`src/rtl/ps2_tx_if.sv`:
```
// Host-side handshake for the PS/2 command transmitter: request/byte in,
// frame status out.
interface ps2_tx_if;
  logic       wr;
  logic [7:0] din;
  logic       busy;
  logic       done;
  logic       ack_err;
  logic       timeout;

  modport master (output wr, din, input busy, done, ack_err, timeout);
  modport slave  (input wr, din, output busy, done, ack_err, timeout);
endinterface

```
`src/rtl/ps2_tx.sv`:
```
// PS/2 host-to-device command transmitter: inhibits the clock, sends a start bit,
// eight data bits LSB first, odd parity and stop, then samples the device ACK.
module ps2_tx #(
  parameter int INHIBIT_CYCLES = 10000,
  parameter int TIMEOUT_CYCLES = 2000000
) (
  input  logic     clk,
  input  logic     rst,
  ps2_tx_if.slave  host,
  input  logic     ps2_clk_in,
  input  logic     ps2_data_in,
  output logic     ps2_clk_oe,
  output logic     ps2_data_oe
);
  localparam int IW = $clog2(INHIBIT_CYCLES + 1);
  localparam int TW = $clog2(TIMEOUT_CYCLES + 1);
  localparam logic [IW-1:0] INH_LAST   = IW'(INHIBIT_CYCLES - 1);
  localparam logic [TW-1:0] FRAME_LAST = TW'(TIMEOUT_CYCLES - 1);

  typedef enum logic [2:0] {
    IDLE, INHIBIT, START, SHIFT, ACK, RELEASE
  } state_t;

  state_t        state_reg, state_next;
  logic          clk_s1, clk_s2, clk_s3;
  logic          data_s1, data_s2;
  logic          fe;
  logic [IW-1:0] inh_cnt_reg;
  logic [TW-1:0] frame_cnt_reg;
  logic [3:0]    bit_idx_reg;
  logic [9:0]    frame_reg;
  logic          ack_err_reg;
  logic          accept;
  logic          abort;
  logic          in_frame;

  // Synchronizers idle high, matching a released open-drain bus.
  always_ff @(posedge clk or posedge rst) begin
    if (rst) begin
      clk_s1  <= 1'b1;
      clk_s2  <= 1'b1;
      clk_s3  <= 1'b1;
      data_s1 <= 1'b1;
      data_s2 <= 1'b1;
    end else begin
      clk_s1  <= ps2_clk_in;
      clk_s2  <= clk_s1;
      clk_s3  <= clk_s2;
      data_s1 <= ps2_data_in;
      data_s2 <= data_s1;
    end
  end

  assign fe       = clk_s3 & ~clk_s2;
  assign in_frame = (state_reg == START) || (state_reg == SHIFT) ||
                    (state_reg == ACK)   || (state_reg == RELEASE);
  assign abort    = in_frame && (frame_cnt_reg == FRAME_LAST);

  always_comb begin
    state_next  = state_reg;
    ps2_clk_oe  = 1'b0;
    ps2_data_oe = 1'b0;
    host.busy   = (state_reg != IDLE);
    host.done   = 1'b0;
    host.timeout = 1'b0;
    accept      = 1'b0;
    case (state_reg)
      IDLE: begin
        if (host.wr) begin
          accept     = 1'b1;
          state_next = INHIBIT;
        end
      end
      INHIBIT: begin
        ps2_clk_oe = 1'b1;
        if (inh_cnt_reg == INH_LAST) begin
          ps2_data_oe = 1'b1;
          state_next  = START;
        end
      end
      START: begin
        ps2_data_oe = 1'b1;
        if (fe) state_next = SHIFT;
      end
      SHIFT: begin
        // frame_reg holds {stop, parity, data}; the line is driven low for a 0 bit.
        ps2_data_oe = (bit_idx_reg <= 4'd9) ? ~frame_reg[bit_idx_reg] : 1'b0;
        if (fe && bit_idx_reg == 4'd8) state_next = ACK;
      end
      ACK: begin
        if (fe) state_next = RELEASE;
      end
      RELEASE: begin
        if (clk_s2 && data_s2) begin
          host.done  = 1'b1;
          host.busy  = 1'b0;
          state_next = IDLE;
        end
      end
      default: state_next = IDLE;
    endcase
    // An expired frame overrides everything: release the bus and report.
    if (abort) begin
      ps2_clk_oe   = 1'b0;
      ps2_data_oe  = 1'b0;
      host.done    = 1'b0;
      host.busy    = 1'b0;
      host.timeout = 1'b1;
      state_next   = IDLE;
    end
  end

  always_ff @(posedge clk or posedge rst) begin
    if (rst) begin
      state_reg     <= IDLE;
      inh_cnt_reg   <= '0;
      frame_cnt_reg <= '0;
      bit_idx_reg   <= 4'd0;
      frame_reg     <= 10'h3FF;
      ack_err_reg   <= 1'b0;
    end else begin
      state_reg <= state_next;

      if (state_reg == INHIBIT) inh_cnt_reg <= inh_cnt_reg + 1'b1;
      else                      inh_cnt_reg <= '0;

      if (in_frame) frame_cnt_reg <= frame_cnt_reg + 1'b1;
      else          frame_cnt_reg <= '0;

      if (accept) begin
        frame_reg   <= {1'b1, ~^host.din, host.din};
        bit_idx_reg <= 4'd0;
        ack_err_reg <= 1'b0;
      end else if (fe && (state_reg == SHIFT || state_reg == ACK) &&
                   bit_idx_reg != 4'hF) begin
        bit_idx_reg <= bit_idx_reg + 4'd1;
      end

      if (abort)                           ack_err_reg <= 1'b1;
      else if (state_reg == ACK && fe)     ack_err_reg <= data_s2;
    end
  end

  assign host.ack_err = ack_err_reg;
endmodule
```
`src/flat_wrapper.sv`:
```
// flat-port wrapper written by rule: the top's interface ports become plain ports
module ps2_tx_flat 
#(
  parameter int INHIBIT_CYCLES = 10000,
  parameter int TIMEOUT_CYCLES = 2000000
)
  (clk, rst, ps2_clk_in, ps2_data_in, ps2_clk_oe, ps2_data_oe, host_wr, host_din, host_busy, host_done, host_ack_err, host_timeout);
  ps2_tx_if host_i ();
  input  logic clk;
  input  logic rst;
  input  logic ps2_clk_in;
  input  logic ps2_data_in;
  output logic ps2_clk_oe;
  output logic ps2_data_oe;
  input wire logic [$bits(host_i.wr)-1:0] host_wr;
  input wire logic [$bits(host_i.din)-1:0] host_din;
  output wire logic [$bits(host_i.busy)-1:0] host_busy;
  output wire logic [$bits(host_i.done)-1:0] host_done;
  output wire logic [$bits(host_i.ack_err)-1:0] host_ack_err;
  output wire logic [$bits(host_i.timeout)-1:0] host_timeout;
  assign host_i.wr = host_wr;
  assign host_i.din = host_din;
  assign host_busy = host_i.busy;
  assign host_done = host_i.done;
  assign host_ack_err = host_i.ack_err;
  assign host_timeout = host_i.timeout;
  ps2_tx #(.INHIBIT_CYCLES(INHIBIT_CYCLES), .TIMEOUT_CYCLES(TIMEOUT_CYCLES)) u_core (.clk(clk), .rst(rst), .host(host_i), .ps2_clk_in(ps2_clk_in), .ps2_data_in(ps2_data_in), .ps2_clk_oe(ps2_clk_oe), .ps2_data_oe(ps2_data_oe));
endmodule
```
`config.mk`:
```
export PLATFORM = sky130hd
export DESIGN_NAME = ps2_tx_flat
export DESIGN_NICKNAME = d
export VERILOG_FILES = /design/src/rtl/ps2_tx_if.sv /design/src/rtl/ps2_tx.sv /design/src/flat_wrapper.sv
export SDC_FILE = /design/constraint.sdc
export NUM_CORES = 1
export LEC_CHECK = 0
export BUFFER_PORTS_ARGS = -buffer_cell sky130_fd_sc_hd__buf_2
export CAP_MARGIN = 20
export CORE_MARGIN = 10
export CORE_UTILIZATION = 29
export CTS_BUF_LIST = sky130_fd_sc_hd__clkbuf_16
export DETAILED_ROUTE_END_ITERATION = 16
export PLACE_DENSITY = 0.55
export SETUP_SLACK_MARGIN = 0.15
export SYNTH_ARGS = -nofsm -noshare
export SYNTH_HDL_FRONTEND = slang
export SYNTH_SLANG_ARGS = --single-unit
```
`constraint.sdc`:
```
create_clock -name clk -period 2.9 [get_ports clk]
set_clock_uncertainty 0.2 [all_clocks]
set_input_delay 0 -clock clk [delete_from_list [all_inputs] [get_ports clk]]
set_output_delay 0 -clock clk [all_outputs]
set_load 0.01 [all_outputs]
```
---- Yosys cells after proc, flatten, opt, wreduce, memory -nomap -nowiden ----
Index checks and enable logic that the tools add are counted.
Widths: inputs -> output; s select.
word-level totals
  word-level logic and storage cells ...... 82
  output and inout bits ................... 6
  bits in registers ....................... 57
cells by class
  bitwise operators ....................... 3
  magnitude comparators ................... 2
  reduce and logical (&&, ||, !) cells .... 16
  equal/unequal tests ..................... 15
  $add $sub $neg .......................... 3
  multiplexer cells ....................... 32
operators by type and width
  kind                   number
  $add 21x1->21 const B  1
  $eq 21x21->1 const B   1
  $mux 21                1
  $mux 3                 7
  $mux 1                 18
  $pmux 3 s6             1
  $add 14x1->14 const B  1
  $eq 14x14->1 const B   1
  $mux 14                1
  $ne 3x1->1 const B     4
  $mux 4                 2
  $reduce_xnor 8->1      1
  $eq 3x2->1 const B     2
  $eq 3x3->1 const B     2
  $logic_and 1x1->1      6
  $ne 3x2->1 const B     2
  $reduce_and 6->1       1
  $reduce_bool 3->1      2
  $lt 4x5->1 const B     1
  $add 4x1->4 const B    1
  $bmux 1 s4             1
  $eq 4x4->1 const B     1
  $le 4x4->1 const B     1
  $logic_or 1x1->1       4
  7 further kinds        8

---- Depth between registers and ports, before layout ----
Gate-level depths: netlist of the first run.
  depth in word-level cells ............... 7
  depth in mapped cells ................... 6
  depth with buffers taken out ............ 5

---- Worst setup path after synthesis of the first run ----
OpenSTA, ideal clock, no wires.
  path type ............................... register -> register
  from .................................... register u_core.frame_cnt_reg[0]
  to ...................................... register u_core.frame_cnt_reg[20]
  setup slack ............................. 0.929 ns
  library setup time ...................... 0.077 ns
  data arrival time ....................... 1.693 ns
  stages on the path, launching flop included .. 7
  required time ........................... 2.623 ns
  cells stage by stage .................... dfrtp_1 ha_1 nand2_1 or3_1 buf_2 or4_1 a21oi_1
on the way
  longest elaborated chain between the ends .. 2
ends and longest elaborated chain
  what                    line           RTL
  start, declared         ps2_tx.sv:29   logic [TW-1:0] frame_cnt_reg;
  start signal, assigned  ps2_tx.sv:127  if (in_frame) frame_cnt_reg <= frame_cnt_reg + 1'b1;
  $add 21x1->21           ps2_tx.sv:127
  $mux 21                 ps2_tx.sv:127
Every way passes these cells.
A chain may end at the register's enable or synchronous reset.

---- Worst setup path after layout of the first run ----
  from .................................... register u_core.inh_cnt_reg[0]
  to ...................................... output ps2_data_oe
on the way
  longest elaborated chain between the ends .. 4
ends and longest elaborated chain
  what                    line                RTL
  start, declared         ps2_tx.sv:28        logic [IW-1:0] inh_cnt_reg;
  start signal, assigned  ps2_tx.sv:124       if (state_reg == INHIBIT) inh_cnt_reg <= inh_cnt_reg + 1'b1;
  $eq 14x14->1            ps2_tx.sv:76        if (inh_cnt_reg == INH_LAST) begin
  $mux 1                  ps2_tx.sv:76
  $pmux 1 s3              ps2_tx.sv:67        case (state_reg)
  $mux 1                  ps2_tx.sv:103       if (abort) begin
  end, declared           flat_wrapper.sv:14  output logic ps2_data_oe;
Every way passes these cells.

==> results.json, run 1 <==
{
  "ys_async_sr_fraction_pct": 100,
  "grt-ovfl-total": 0,
  "start_util_pct": 29.9,
  "fin_cells": 459,
  "clockPowerShare_pct": 48.6,
  "dpl.cell_count": 431,
  "fp.dieH_um": 121,
  "period_minus_slack_ns": 2.30,
  "diodes": 0,
  "final_common_cell": "dfrtp_1",
  "largest_register_ffs": 21,
  "ys.flop_type": "dfrtp_1",
  "powerDensity_nw_per_um2": 684,
  "status": "complete, no violations",
  "nNetsFinal": 339,
  "ys_top_cells_by_area": "dfrtp_1 37%, dfstp_2 13%, xnor2_1 4.5%, xor2_1 4.2%, nor2_1 4.1%",
  "grt_antenna_before_repair": 0,
  "wl_um": 5900,
  "die_x_um": 121,
  "post_drt_wl_per_cell_um": 12.8,
  "dpl.hpwl_um": 4160,
  "grt_setup_unrepaired": "no",
  "p_switching_uw": 573,
  "combPwrFrac_pct": 10.4,
  "r2r_slack_ns": 0.71,
  "gp_congestion": 0.762,
  "intPower_uw": 1920,
  "p_leak_uw": 0.00145,
  "insertion_delay_ns": 0.32,
  "grt_max_degree": 28,
  "grt_pass1_vias": 2233,
  "yosysSeqAreaShare_pct": 49.2,
  "cp.arrival_ns": 2.10,
  "final_cell_mix": "43 x dfrtp_1, 32 x nor2_1, 18 x buf_2, 16 x a21oi_1",
  "report.final.hold_viol_count": 0,
  "ios": 19,
  "drive_above_1_share_pct": 23.3,
  "cp-end-kind": "primary output",
  "vias": 2176,
  "synth_largest_area_cell": "dfrtp_1",
  "synth.avg_cell_area_um2": 10.3,
  "maxSlewViolCount": 0,
  "clock_path_buffers": 2,
  "drcViolationCount": 0,
  "htreeDepth": 3,
  "drt_iter0_drc": 93,
  "synth.top_cell.area_share_pct": 36.6,
  "cts_setup_buffers": 0,
  "slew_headroom_pct": 59.7,
  "hold_class": "input pin to asynchronous set/reset pin",
  "worstMarginPinSlew_ns": 0.603,
  "ys_types": 47,
  "fin_tns_setup_ns": 0,
  "worstPathRequired_ns": 2.70,
  "start_kind": "flop",
  "fmax_ghz": 0.434,
  "grt_usage_pct": 8.84,
  "syn_inst": 286,
  "timing.final.crit_share_pct": 79.4,
  "peakVddDrop_uv": 315,
  "die_area_um2": 14600,
  "grt_pass1_wl_um": 10700,
  "max_cap_viol_count": 0,
  "dpl-instance-area_um2": 3180,
  "setup_viol": 0,
  "path_max_fanout": 4,
  "synth_nets": 304,
  "area_growth_pct": 24.2,
  "vias_per_cell": 4.74,
  "netSwitchingFraction_pct": 23.0,
  "rows": 36,
  "final_antenna_net_count": 0,
  "clkSlewWorstSetupHoldPaths_ns": 0.05,
  "ys_ff_latch": 57,
  "sequentialPowerShare_pct": 41.0,
  "core-area_um2": 9820,
  "synth_edf_count": 0,
  "crit_type": "flop to primary output",
  "numCtsBuffers": 9,
  "io_buffers": 18,
  "root_buffer": "clkbuf_16",
  "cts_tree": "built",
  "dr.pass1.iters": 4,
  "cts.sinks": 57,
  "stdcell_area_um2": 3650,
  "synthesis.area_um2": 2940,
  "yosys_warnings": 0
}
-- power groups by stage --
stage | registers (µW) | logic [µW] | clock network [µW]
after floorplan | 1010 | 204 | 0
after global placement | 1040 | 247 | 0
after detailed placement | 1040 | 252 | 0
after CTS | 1020 | 266 | 1240
after global routing | 1040 | 296 | 1280
final | 1020 | 260 | 1210
-- layout make-up --
| class | count | area, µm² |
|---|---|---|
| well taps | 133 | 166 |
| flip-flops and latches | 57 | 1440 |
| repair buffers | 35 | 248 |
| inverters | 9 | 33.8 |
| clock inverters | 7 | 119 |
| multi-input cells | 209 | 1410 |
| fillers | 1002 | 6170 |
| clock buffers | 9 | 225 |
-- stage by stage --
stage	setup WS, ns	power, µW	hold WS [ns]	utilization [%]
floorplan	0.929	1210	-0.196	-
global placement	0.788	1280	-0.0950	32.4
detailed placement	0.732	1290	-0.0931	32.4
CTS	0.508	2530	0.108	37.1
global route	0.438	2620	0.120	37.1
finish	0.598	2490	0.106	37.1
-- synth_stat cells (2+ instances only) --
cell       n
o211ai_1   3
and2_1     4
dfrtp_1   43
ha_1       5
and3_2     2
dfstp_2   14
mux4_2     2
o31ai_1    3
and3_1     2
nand3b_1   2
nor3_1     4
nand3_1   15
mux2_2     9
nor2_1    32
nand3_2    2
o21ai_0   12
or3_2      3
inv_1      9
xor2_1    14
xnor2_1   15
and4_1     4
clkbuf_1   7
or4_1      4
nor3b_1    2
or3_1      9
a21oi_1   16
nor4_1     6
nor2b_1    2
nand4_1   10
buf_2      3
nand2_1   12
-- timing repair --
action,in CTS,in global routing
gates resized for setup,0,0
hold buffers,12,0
endpoints found under the hold margin,36,0
-- worst max-delay path, stage by stage, from the launching register on --
cell and delay, ns:
dfrtp_1 0.38, ha_1 0.23, and4_1 0.25, nand4_1 0.14, o21ba_2 0.24, nor4_1 0.33
buf_2 0.21
-- path summary, 6_finish.rpt --
kind,cells after the start,from,to
max,6,u_core.inh_cnt_reg[0],ps2_data_oe
min,3,rst,u_core.frame_cnt_reg[14]
max reg2reg,5,u_core.frame_cnt_reg[0],u_core.frame_cnt_reg[20]
min reg2reg,0,u_core.data_s1,u_core.data_s2
max in group asynchronous,4,rst,u_core.frame_reg[2]
min in group clk,2,ps2_clk_in,u_core.clk_s1
-- layer usage --
layer	wire length, µm	GRT usage (%)	vias to the layer above	part of all wire (%)
li1	-	-	1102	-
met2	2770	13.9	23	47
met1	2840	10.8	1041	48
met3	167	2.19	10	2.8
met4	124	5.13	0	2.1
met5	0	0	-	0
-- cell families (layout without fill, tap and decap cells) --
| family | Yosys count | count (layout) | synth area share [%] |
|---|---|---|---|
| AOI/OAI and AO/OA | 42 | 42 | 8.78 |
| xor gates and xnor gates | 29 | 29 | 8.65 |
| adders and majority gates | 5 | 5 | 2.13 |
| muxes | 12 | 12 | 5.33 |
| buffers and inverters | 20 | 60 | 2.81 |
| and+or+nand+nor | 121 | 121 | 23.1 |
| DFF | 57 | 57 | 49.2 |
Power figures use the tool's default switching activity.
==> run 2: changes to the inputs <==
--- a/config.mk
+++ b/config.mk
@@ -11,7 +11,7 @@
 export CORE_UTILIZATION = 29
 export CTS_BUF_LIST = sky130_fd_sc_hd__clkbuf_16
 export DETAILED_ROUTE_END_ITERATION = 16
-export PLACE_DENSITY = 0.55
+export PLACE_DENSITY = 0.57
 export SETUP_SLACK_MARGIN = 0.15
 export SYNTH_ARGS = -nofsm -noshare
 export SYNTH_HDL_FRONTEND = slang
==> constraint.sdc (replaced) <==
create_clock -name clk -period 1.9 [get_ports clk]
set_clock_uncertainty 0.2 [all_clocks]
set_input_delay 0 -clock clk [delete_from_list [all_inputs] [get_ports clk]]
set_output_delay 0 -clock clk [all_outputs]
set_load 0.01 [all_outputs]
==> run 2 against run 1 <==
- the flow now finishes with violations (negative setup slack)
- cell count is 15% higher
- sequential power up 54%
- die area unchanged
- sequential share of layout area fell by 8.5 points
- clock power increased by 15%
- sequential cell count unchanged
- routed wire length grew 28%
- critical path type unchanged
- critical path depth decreased by 1
- critical endpoint unchanged
- global-route usage is 1.4 points higher
- combinational power rose by 110%
==> results.json, run 2 (synthesized netlist as in run 1, its figures left out) <==
{
  "grt_antenna_before_repair": 0,
  "status": "finished with violations",
  "largest_register_ffs": 21,
  "worst_slack_ns": -0.162,
  "cp.buffers_inverters": 1,
  "grt_setup_unrepaired": "yes",
  "report.final.hold_viol_count": 0,
  "fin_tns_setup_ns": -0.570,
  "wl_um": 7520,
  "crit_path_frequent_cell": "nor4_4",
  "cts.sinks": 57,
  "final_common_cell": "buf_4",
  "insertion_delay_ns": 0.33,
  "root_buffer": "clkbuf_16",
  "final_cell_mix": "42 x buf_4, 40 x dfrtp_1, 33 x buf_6, 27 x nor2_1, 15 x buf_2",
  "crit_chain": "mux4_2 -> nor3_4 -> nor4_4 -> nor4_4 -> buf_2",
  "cp.arrival_ns": 1.86,
  "start_util_pct": 29.9,
  "timing.final.crit_share_pct": 109,
  "dr.pass1.iters": 6,
  "io_buffers": 18,
  "htreeDepth": 3,
  "peakVddDrop_uv": 650,
  "cp-startpoint": "u_core.bit_idx_reg[0]",
  "die_x_um": 121,
  "gp_congestion": 0.798,
  "path_max_fanout": 5,
  "dpl.hpwl_um": 4340,
  "worstMarginPinSlew_ns": 0.363,
  "clock_path_buffers": 2,
  "setup_viol": 8,
  "core-area_um2": 9820,
  "max_stage_delay_ns": 0.55,
  "power_uw": 3510,
  "cts_tree": "built",
  "final_util_pct": 47.3,
  "drive_above_1_share_pct": 48.9,
  "grt_pass1_wl_um": 12200,
  "violations": "negative setup slack",
  "rr_startpoint": "u_core.frame_cnt_reg[0]",
  "vias": 2555,
  "drcViolationCount": 0,
  "grt_usage_pct": 10.2,
  "die_area_um2": 14600,
  "maxSlewViolCount": 0,
  "grt_max_degree": 58,
  "fmax_ghz": 0.485,
  "vias_per_cell": 4.82,
  "rows": 36,
  "ios": 19,
  "diodes": 0,
  "n_fill_cell": 916,
  "clkSlewWorstSetupHoldPaths_ns": 0.05,
  "slowest_stage": "mux4_2",
  "hold_class": "input pin to asynchronous set/reset pin",
  "powerDensity_nw_per_um2": 756,
  "start_kind": "flop",
  "numCtsBuffers": 9,
  "grt-ovfl-total": 0,
  "cp-end-kind": "primary output",
  "cpLargestDelayFamily": "multiplexers",
  "grt_pass1_vias": 2601,
  "fp.dieH_um": 121,
  "slew_headroom_pct": 75.7,
  "crit_type": "flop to primary output",
  "drt_iter0_drc": 67,
  "post_drt_wl_per_cell_um": 14.2,
  "area_growth_pct": 58.3,
  "max_cap_viol_count": 0,
  "nNetsFinal": 410,
  "worstPathRequired_ns": 1.70,
  "period_minus_slack_ns": 2.06,
  "p_leak_uw": 0.00195,
  "final_antenna_net_count": 0
}
==> run 2: power by group <==
part | leakage (µW) | switching [µW] | internal, µW | total [µW]
Clock | 0.000136 | 534 | 853 | 1390
Sequential | 0.000727 | 143 | 1430 | 1570
Combinational | 0.00109 | 225 | 327 | 551
==> run 2: what timing repair did <==
action | CTS | global route
setup endpoints to repair | 19 | 43
endpoints found under the hold margin | 68 | 0
resized for setup | 50 | 68
cloned | 1 | 3
buffers inserted | 26 | 12
pin swaps | 20 | 20
hold buffers | 12 | 0
==> run 2: final timing paths <==
path	cells after the start	slack (ns)	end
min in group clk	2	0.11	u_core.data_s1
max reg2reg	6	-0.05	u_core.frame_cnt_reg[20]
max	5	-0.16	ps2_data_oe
min reg2reg	0	0.15	u_core.data_s2
max in group asynchronous	4	1.09	u_core.frame_reg[7]
min	4	0.09	u_core.frame_cnt_reg[19]
==> run 2: worst reg2reg max path, delay by kind of cell, from the launching register on <==
family	cells	cell delay, ns
adder cells (fa/ha/maj)	1	0.16
buffers and inverters	1	0.09
AND/OR/NAND/NOR	3	0.89
flip-flops	1	0.40
AO/OA/AOI/OAI	1	0.14
==> run 2: area by class of cell <==
class	instances	area [µm²]	area share, %
well taps	133	166	3.58
inverters	9	36.3	0.780
clock buffers	9	225	4.84
multi-input cells	209	1780	38.3
repair buffers	106	962	20.7
flip-flops and latches	57	1450	31.1
clock inverters	7	30.0	0.646
==> run 2: metal layers <==
metal	part of all wire, %	track usage (%)
met3	2.8	2.00
met2	49	16.7
met5	0	0
met1	45	12.1
met4	3.2	6.71
==> run 2: stage by stage <==
| stage | hold WS, ns | instance area [µm²] | setup WS, ns | std cells |
|---|---|---|---|---|
| final | 0.0912 | 4650 | -0.162 | 530 |
| after detailed placement | -0.114 | 3460 | 0.0296 | 460 |
| after global placement | -0.111 | 3460 | 0.0127 | 460 |
| after CTS | 0.101 | 4260 | -0.171 | 515 |
| after global routing | 0.120 | 4650 | -0.265 | 530 |
| after floorplan | -0.196 | 2980 | -0.00170 | 286 |
==> run 3: changes to the inputs <==
--- a/config.mk
+++ b/config.mk
@@ -5,7 +5,7 @@
 export SDC_FILE = /design/constraint.sdc
 export NUM_CORES = 1
 export LEC_CHECK = 0
-export BUFFER_PORTS_ARGS = -buffer_cell sky130_fd_sc_hd__buf_2
+export BUFFER_PORTS_ARGS = -buffer_cell sky130_fd_sc_hd__buf_4
 export CAP_MARGIN = 20
 export CORE_MARGIN = 10
 export CORE_UTILIZATION = 29
@@ -13,6 +13,7 @@
 export DETAILED_ROUTE_END_ITERATION = 16
 export PLACE_DENSITY = 0.57
 export SETUP_SLACK_MARGIN = 0.15
+export SLEW_MARGIN = 0
 export SYNTH_ARGS = -nofsm -noshare
 export SYNTH_HDL_FRONTEND = slang
 export SYNTH_SLANG_ARGS = --single-unit
==> run 3 against run 2 <==
- the flow still finishes with violations (negative setup slack)
- die area unchanged
- clock power grew 12%
- sequential share of layout area increased by 0.27 points
- maximum frequency decreased by 1.1%
- register-to-register slack lost 0.14 ns
- global-route usage decreased by 0.25 points
- worst setup slack got worse by 0.024 ns
- cell count fell by 1.5%
- first-iteration DRC count increased by 27%
- combinational power rose by 4.5%
- critical path depth up 2
- sequential power about the same
- largest cell class unchanged
- largest power group unchanged
- highest routed layer unchanged
==> results.json, run 3 (synthesized netlist as in run 1, its figures left out) <==
{
  "dpl.hpwl_um": 4430,
  "start_util_pct": 29.9,
  "wl_um": 7440,
  "final_common_cell": "buf_4",
  "vias": 2499,
  "timing.final.crit_share_pct": 110,
  "worstPathRequired_ns": 1.94,
  "crit_chain": "ha_4 -> buf_4 -> buf_6 -> nand2_2 -> or3_4 -> or4_4 -> a21oi_2",
  "clkSlewWorstSetupHoldPaths_ns": 0.05,
  "core-area_um2": 9820,
  "gp_congestion": 0.791,
  "largest_register_ffs": 21,
  "grt_setup_unrepaired": "yes",
  "report.final.hold_viol_count": 0,
  "post-place-ws_ns": 0.00559,
  "final_antenna_net_count": 0,
  "grt_pass1_wl_um": 12100,
  "hold_class": "input pin to asynchronous set/reset pin",
  "period_minus_slack_ns": 2.09,
  "p_leak_uw": 0.00190,
  "path_max_fanout": 6,
  "grt_antenna_before_repair": 0,
  "worst_slack_ns": -0.186,
  "n_fill_cell": 924,
  "drt_iter0_drc": 85,
  "clock_path_buffers": 2,
  "cts.sinks": 57,
  "diodes": 0,
  "grt_max_degree": 58,
  "crit_type": "flop to flop",
  "dr.pass1.iters": 4,
  "max_cap_viol_count": 0,
  "slowest_stage": "or4_4",
  "nNetsFinal": 402,
  "power_uw": 3720,
  "io_buffers": 18,
  "fin_cells": 522,
  "start_kind": "flop",
  "fmax_ghz": 0.479,
  "violations": "negative setup slack",
  "die_area_um2": 14600,
  "post_drt_wl_per_cell_um": 14.3,
  "drive_above_1_share_pct": 47.8,
  "cp.arrival_ns": 2.13,
  "insertion_delay_ns": 0.32,
  "vias_per_cell": 4.79,
  "powerDensity_nw_per_um2": 806,
  "ios": 19,
  "grt-ovfl-total": 0,
  "final_cell_mix": "54 x buf_4, 39 x dfrtp_1, 30 x nor2_1, 29 x buf_6",
  "r2r_slack_ns": -0.19,
  "cp-end-kind": "flop",
  "grt_usage_pct": 10.0,
  "worstMarginPinSlew_ns": 0.400,
  "numCtsBuffers": 9,
  "drcViolationCount": 0,
  "cp.buffers_inverters": 2,
  "slew_headroom_pct": 73.2,
  "max_stage_delay_ns": 0.50,
  "area_growth_pct": 57.1,
  "fin_tns_setup_ns": -0.907,
  "cpLargestDelayFamily": "simple AND/OR/NAND/NOR gates",
  "htreeDepth": 3,
  "peakVddDrop_uv": 563,
  "grt_pass1_vias": 2554,
  "root_buffer": "clkbuf_16",
  "cts_tree": "built",
  "fp.dieH_um": 121,
  "maxSlewViolCount": 0,
  "setup_viol": 8,
  "die_x_um": 121,
  "fin_hold_ws_ns": 0.105,
  "rows": 36,
  "dpl.cell_count": 458,
  "status": "finished with violations"
}
run 3: per-layer routing:
| metal | up-vias | track usage, % | wire, µm | part of all wire (%) |
|---|---|---|---|---|
| met5 | - | 0 | 0 | 0 |
| met4 | 0 | 3.62 | 102 | 1.4 |
| met3 | 9 | 2.28 | 149 | 2.0 |
| met2 | 20 | 17.6 | 3860 | 52 |
| met1 | 1246 | 11.6 | 3330 | 45 |
| li1 | 1224 | - | - | - |
run 3: area by class of cell:
type / instances / area (µm²) / area share [%]
inverter: 9 / 38.8 / 0.841
multi-input combinational: 209 / 1750 / 38.0
timing repair buffer: 98 / 917 / 19.9
tap: 133 / 166 / 3.61
sequential: 57 / 1450 / 31.4
clock inverter: 7 / 62.6 / 1.36
clock buffer: 9 / 225 / 4.88
run 3: stage by stage:
stage	instance area, µm²	util [%]
after floorplan	2980	-
after global placement	3490	35.5
after detailed placement	3490	35.5
after CTS	4290	43.7
after global routing	4610	47.0
final	4610	47.0
run 3: what timing repair did:
action / in CTS / in global routing
buffers inserted: 25 / 10
endpoints found under the hold margin: 68 / 0
cloned: 1 / 0
pin swaps: 17 / 20
gates resized for setup: 48 / 57
setup endpoints to repair: 25 / 34
hold buffers: 12 / 0
run 3: final timing paths:
path                                         startpoint                        to  cells past startpoint
worst min register to register           u_core.data_s1            u_core.data_s2                      0
worst min-delay path                                rst  u_core.frame_cnt_reg[15]                      4
max in group asynchronous                           rst             u_core.clk_s1                      4
min in group clk                            ps2_data_in            u_core.data_s1                      2
worst max-delay path            u_core.frame_cnt_reg[0]  u_core.frame_cnt_reg[20]                      7
worst max register to register  u_core.frame_cnt_reg[0]  u_core.frame_cnt_reg[20]                      7
run 3: where the power goes:
group | switching (µW) | internal [µW]
combinational | 233 | 343
clock | 564 | 999
sequential | 148 | 1430
run 3: worst register-to-register path, stage by stage (launching register included):
cell	delay [ns]
dfrtp_1	0.40
ha_4	0.16
buf_4	0.10
buf_6	0.08
nand2_2	0.06
or3_4	0.37
or4_4	0.50
a21oi_2	0.14
